[src/rtl/monitoreo_sched.sv]
// Time-multiplexes N_CANAL sensor channels onto one monitoring datapath:
// round-robin grant, fixed dwell, one capture cycle, then a neutral flush.
module monitoreo_sched #(
  parameter int N_CANAL     = 4,
  parameter int TEMP_W      = 10,
  parameter int DWELL       = 8,
  parameter int FLUSH_CYC   = 2,
  parameter int TEMP_NEUTRA = 220
) (
  input  logic                        clk,
  input  logic                        arst_n,
  input  logic [N_CANAL-1:0]          req,
  input  logic [N_CANAL*TEMP_W-1:0]   temp_canal,
  input  logic [N_CANAL-1:0]          clr_alerta,
  input  logic                        alerta_monitor,
  output logic [TEMP_W-1:0]           temp_entrada,
  output logic [N_CANAL-1:0]          gnt,
  output logic [1:0]                  canal_activo,
  output logic [N_CANAL-1:0]          alerta_canal,
  output logic [1:0]                  estado_sched
);

  // Handshake: req[i] high means channel i holds a valid sample; gnt is
  // one-hot while the channel owns the datapath and must stay requested for
  // the whole dwell, otherwise the grant is aborted without capture.

  typedef enum logic [1:0] {
    ST_IDLE    = 2'b00,
    ST_DWELL   = 2'b01,
    ST_CAPTURE = 2'b10,
    ST_FLUSH   = 2'b11
  } estado_t;

  localparam logic [7:0]        DWELL_LAST = 8'(DWELL - 1);
  localparam logic [3:0]        FLUSH_LAST = 4'(FLUSH_CYC - 1);
  localparam logic [TEMP_W-1:0] NEUTRA     = TEMP_W'(TEMP_NEUTRA);
  localparam logic [1:0]        CANAL_LAST = 2'(N_CANAL - 1);
  localparam logic [2:0]        N_MOD      = 3'(N_CANAL);

  if (N_CANAL < 1 || N_CANAL > 4) begin : g_bad_n_canal
    $error("N_CANAL must be 1..4 to fit the 2-bit channel index");
  end
  if (DWELL < 7 || DWELL > 255) begin : g_bad_dwell
    $error("DWELL must be 7..255");
  end
  if (FLUSH_CYC < 1 || FLUSH_CYC > 15) begin : g_bad_flush
    $error("FLUSH_CYC must be 1..15");
  end

  estado_t              estado_q, estado_d;
  logic [1:0]           canal_q, canal_d;
  logic [1:0]           ptr_q, ptr_d;
  logic [7:0]           dcnt_q, dcnt_d;
  logic [3:0]           fcnt_q, fcnt_d;
  logic [TEMP_W-1:0]    temp_q, temp_d;
  logic [N_CANAL-1:0]   alerta_q, alerta_d;

  logic [TEMP_W-1:0]    temp_arr [N_CANAL];
  logic                 hay_req;
  logic [1:0]           sel;
  logic [2:0]           cand;
  logic [1:0]           canal_sig;

  always_comb begin
    for (int i = 0; i < N_CANAL; i++) begin
      temp_arr[i] = temp_canal[i*TEMP_W +: TEMP_W];
    end
  end

  // Scan offsets from the highest down so the smallest offset from ptr wins.
  always_comb begin
    hay_req = 1'b0;
    sel     = ptr_q;
    cand    = '0;
    for (int i = N_CANAL - 1; i >= 0; i--) begin
      cand = {1'b0, ptr_q} + 3'(i);
      if (cand >= N_MOD) begin
        cand = cand - N_MOD;
      end
      if (req[cand[1:0]]) begin
        hay_req = 1'b1;
        sel     = cand[1:0];
      end
    end
  end

  assign canal_sig = (canal_q == CANAL_LAST) ? 2'd0 : canal_q + 2'd1;

  always_comb begin
    estado_d = estado_q;
    canal_d  = canal_q;
    ptr_d    = ptr_q;
    dcnt_d   = dcnt_q;
    fcnt_d   = fcnt_q;
    alerta_d = alerta_q & ~clr_alerta;
    case (estado_q)
      ST_IDLE: begin
        if (hay_req) begin
          estado_d = ST_DWELL;
          canal_d  = sel;
          dcnt_d   = '0;
        end
      end
      ST_DWELL: begin
        if (!req[canal_q]) begin
          estado_d = ST_FLUSH;
          ptr_d    = canal_sig;
          dcnt_d   = '0;
          fcnt_d   = '0;
        end else if (dcnt_q == DWELL_LAST) begin
          estado_d = ST_CAPTURE;
          ptr_d    = canal_sig;
          dcnt_d   = '0;
        end else begin
          dcnt_d = dcnt_q + 8'd1;
        end
      end
      ST_CAPTURE: begin
        estado_d = ST_FLUSH;
        ptr_d    = canal_sig;
        fcnt_d   = '0;
        // Applied after the clear so a coincident capture set wins.
        if (alerta_monitor) begin
          alerta_d[canal_q] = 1'b1;
        end
      end
      ST_FLUSH: begin
        if (fcnt_q == FLUSH_LAST) begin
          estado_d = ST_IDLE;
          fcnt_d   = '0;
        end else begin
          fcnt_d = fcnt_q + 4'd1;
        end
      end
      default: estado_d = ST_IDLE;
    endcase

    // Keyed on the next state so the first dwell cycle already shows the
    // channel and the first flush cycle already shows the neutral value.
    if (estado_d == ST_DWELL || estado_d == ST_CAPTURE) begin
      temp_d = temp_arr[canal_d];
    end else begin
      temp_d = NEUTRA;
    end
  end

  always_ff @(posedge clk or negedge arst_n) begin
    if (!arst_n) begin
      estado_q <= ST_IDLE;
      canal_q  <= '0;
      ptr_q    <= '0;
      dcnt_q   <= '0;
      fcnt_q   <= '0;
      temp_q   <= NEUTRA;
      alerta_q <= '0;
    end else begin
      estado_q <= estado_d;
      canal_q  <= canal_d;
      ptr_q    <= ptr_d;
      dcnt_q   <= dcnt_d;
      fcnt_q   <= fcnt_d;
      temp_q   <= temp_d;
      alerta_q <= alerta_d;
    end
  end

  always_comb begin
    gnt = '0;
    if (estado_q == ST_DWELL || estado_q == ST_CAPTURE) begin
      gnt[canal_q] = 1'b1;
    end
  end

  assign temp_entrada = temp_q;
  assign canal_activo = canal_q;
  assign alerta_canal = alerta_q;
  assign estado_sched = estado_q;

endmodule

[config.mk]
export PLATFORM = sky130hd
export DESIGN_NAME = monitoreo_sched
export DESIGN_NICKNAME = d
export VERILOG_FILES = /design/src/rtl/monitoreo_sched.sv
export SDC_FILE = /design/constraint.sdc
export NUM_CORES = 1
export LEC_CHECK = 0
export BUFFER_PORTS_ARGS = -buffer_cell sky130_fd_sc_hd__buf_2
export CAP_MARGIN = 40
export CORE_MARGIN = 2
export CORE_UTILIZATION = 46
export DETAILED_ROUTE_END_ITERATION = 6
export GPL_TIMING_DRIVEN = 0
export HOLD_SLACK_MARGIN = 0.06
export PLACE_DENSITY = 0.75
export SLEW_MARGIN = 20
export SYNTH_ARGS = -nofsm -noshare
export SYNTH_HDL_FRONTEND = slang
export SYNTH_SLANG_ARGS = --single-unit
export TNS_END_PERCENT = 50
[constraint.sdc]
create_clock -name clk -period 1.9 [get_ports clk]
set_input_delay 0.38 -clock clk [delete_from_list [all_inputs] [get_ports clk]]
set_output_delay 0.38 -clock clk [all_outputs]
set_load 0.01 [all_outputs]
==> results.py <==
metrics = {
    "worst_setup_path": {
        "path_cells": "inv_1, ha_1, or3b_4, a211o_1, a32o_2, a21o_4, a221oi_2",
        "cp_num_buf_inv": 1,
        "cpMaxStageDelayCell": "dfrtp_1",
        "crit_fanout": 5,
        "worstSetupEndpointType": "register",
        "crit_type": "register to register",
        "cp-start-kind": "register",
        "critPathRequiredTime_ns": 2.09,
        "slowest_delay_ns": 0.39,
        "cp_top_family": "compound AO/OA/AOI/OAI gates",
        "worst_ep_arrival_time_ns": 2.31,
    },
    "grt": {
        "grt_pass1_vias": 1961,
        "grt_pass1_wl_um": 8770,
        "antenna_found_initial": 0,
        "grt-ovfl-total": 0,
        "grt.total_usage_pct": 21.0,
        "grt_max_degree": 33,
    },
    "cts": {
        "htreeDepth": 2,
        "clk_pin_slew_worst_paths_ns": 0.07,
        "cts_buffers": 5,
        "max-clock-path-buffers": 2,
        "insertion_delay_ns": 0.28,
        "cts_root_buf": "clkbuf_8",
        "holdBufCountCts": 0,
        "clock_sinks": 32,
        "tritoncts": "built",
    },
    "detailed_routing": {
        "ant_nets": 0,
        "drtIter0Drc": 89,
        "drc": 0,
        "vias_per_cell": 5.65,
        "drt_wl_total_um": 5170,
        "vias": 2029,
        "wire_per_inst_um": 14.4,
        "drt-pass1-iter-count": 4,
    },
    "floorplan": {
        "chipHeight_um": 72.6,
        "fp.dieW_um": 72.6,
        "ios": 73,
        "row_count": 24,
        "dieArea_um2": 5270,
        "core_um2": 4440,
        "start_util_pct": 48.7,
    },
    "synthesis": {
        "synth_cells": 220,
        "synth_edf_count": 0,
        "avgSynthCellArea_um2": 9.84,
        "ys.flop_type": "dfrtp_1",
        "synth_commonest_cells": "dfrtp_1 (27), o21ai_0 (18), nand2_1 (16), and2_1 (15), inv_1 (13)",
        "netlist_area_um2": 2160,
        "synth_cell_types": 51,
        "ys_top_cells_by_area": "dfrtp_1 (31%), ha_1 (6.9%), dfstp_2 (6.1%), and2_1 (4.3%), o21ai_0 (4.2%)",
        "yosysTopAreaCellShare_pct": 31.2,
        "ys_seq_elements": 32,
        "yosysMostFrequentCell": "dfrtp_1",
        "async_flop_share_pct": 100,
        "syn-num-nets": 283,
        "yosys_warnings": 0,
        "seq_area_frac_synth_pct": 37.3,
        "synth_top_cell_by_area": "dfrtp_1",
    },
    "cells_and_area": {
        "area_growth_pct": 31.6,
        "drive_gt1_share_pct": 44.0,
        "multi_input_area_um2": 1350,
        "fin_nets": 369,
        "seqCellArea_um2": 810,
        "antennaDiodeCount": 0,
        "num-fill-cells": 368,
    },
    "sta": {
        "fmax_mhz": 472,
        "worst_slew_pin_slew_ns": 0.700,
        "finalCritPeriodShare_pct": 111,
        "skew_ns": 0.00395,
        "final-setup-viol-count": 10,
        "grt_setup_unrepaired": "yes",
        "hold_violations": 0,
        "postLayoutSetupSlackWorst_ns": -0.217,
        "relSlewSlack_pct": 53.3,
        "post-route-min-period_ns": 2.12,
        "slew_violations": 0,
    },
    "job": {
        "max_cap_violations": 0,
    },
    "placed_design": {
        "io_buffers": 71,
        "place_ws_ns": -0.293,
        "gp_congestion": 0.871,
        "post-dp-hpwl_um": 3800,
    },
    "run_status": {
        "status": "finished, violations left",
        "failed_checks": "setup timing",
    },
    "pwr": {
        "ir_drop_v": 0.000890,
        "power.density_nw_per_um2": 1600,
        "p_leak_nw": 1.32,
        "power_w": 0.00457,
    },
    "worst_hold_path": {
        "min_path_type": "primary input to async pin",
    },
}
## worst reg2reg max path: stages, from the launching register on
cell      delay (ns)
dfrtp_1         0.39
inv_1           0.06
ha_1            0.12
or3b_4          0.39
a211o_1         0.27
a32o_2          0.29
a21o_4          0.23
a221oi_2        0.27
## registers in the layout, summed over array words and instances (netlist names)
| register | flops |
|---|---|
| fcnt_q | 4 |
| temp_entrada | 10 |
| canal_activo | 2 |
| alerta_canal | 4 |
| ptr_q | 2 |
| dcnt_q | 8 |
| estado_sched | 2 |
## logic make-up after synthesis
group / Yosys count / synth area share (%)
adder cells (fa/ha/maj): 12 / 6.94
multiplexers: 7 / 3.87
flip-flops: 32 / 37.3
buffers and inverters: 21 / 4.68
AND/OR/NAND/NOR: 70 / 17.5
AO/OA/AOI/OAI: 78 / 29.8
## routing by layer
metal | wire length [um] | global-route usage [%]
met5 | 0 | 0
met4 | 38 | 6.17
met3 | 358 | 5.94
met2 | 2480 | 33.9
met1 | 2290 | 27.5
## worst paths after layout
check	from	to	slack, ns	cells past startpoint
worst max-delay path	fcnt_q[1]	temp_entrada[0]	-0.22	7
worst min-delay path	arst_n	alerta_canal[0]	0.14	1
worst max register to register	fcnt_q[1]	temp_entrada[0]	-0.22	7
worst min register to register	dcnt_q[7]	dcnt_q[7]	0.48	1
max in group asynchronous	arst_n	estado_sched[0]	1.27	1
min in group clk	clr_alerta[3]	alerta_canal[3]	0.26	2
## placed cells by master (no fill, tap or decap), types with 2 or more instances in the layout
cell,instances
dfrtp_1,25
and2_1,15
dfrtp_2,2
o211ai_1,2
a221oi_1,4
buf_2,72
clkbuf_8,6
o22ai_2,2
and3_1,2
o21ai_0,15
o21ai_1,7
o31ai_1,4
o22ai_1,4
o311a_1,5
nor2_1,9
ha_1,11
nand3b_1,2
mux2i_1,5
a221oi_2,11
a211oi_1,5
inv_2,2
nand3_1,10
nor2b_1,3
clkinv_2,2
inv_1,11
buf_4,10
a21oi_2,2
buf_6,3
nand2b_1,4
dfstp_2,5
nand2_1,15
## where the power goes
group / total [W] / leakage [nW] / internal (W) / switching (W)
Sequential: 0.00109 / 0.408 / 0.000925 / 0.000161
Combinational: 0.00294 / 0.865 / 0.00129 / 0.00165
Clock: 0.000538 / 0.0510 / 0.000289 / 0.000249
Total: 0.00457 / 1.32 / 0.00251 / 0.00206
## metrics by stage
step / util (%) / hold slack (ns) / instance area [um2] / std cells / setup TNS, ns
4_1_cts: 63.1 / 0.164 / 2800 / 357 / -1.77
5_1_grt: 64.1 / 0.203 / 2850 / 359 / -2.48
3_5_place_dp: 59.0 / 0.465 / 2620 / 343 / -2.99
2_1_floorplan: - / 0.0844 / 2200 / 220 / -0.735
3_3_place_gp: 59.0 / 0.464 / 2620 / 343 / -2.61
6_report: 64.1 / 0.136 / 2850 / 359 / -1.76
## repair_timing
| action | 4_1_cts | 5_1_grt |
|---|---|---|
| buffers inserted | 6 | 2 |
| pin swaps | 4 | 2 |
| endpoints found under the setup margin | 16 | 18 |
| resized for setup | 12 | 9 |
## final cells by class
type | instances | share of cell area (%)
tap | 52 | 2.28
buffer | 7 | 2.02
inverter | 14 | 1.93
sequential | 32 | 28.4
timing repair buffer | 79 | 14.6
multi-input combinational | 167 | 47.5
clock buffer | 6 | 2.90
clock inverter | 2 | 0.351
(Power assumes the default switching activity.)
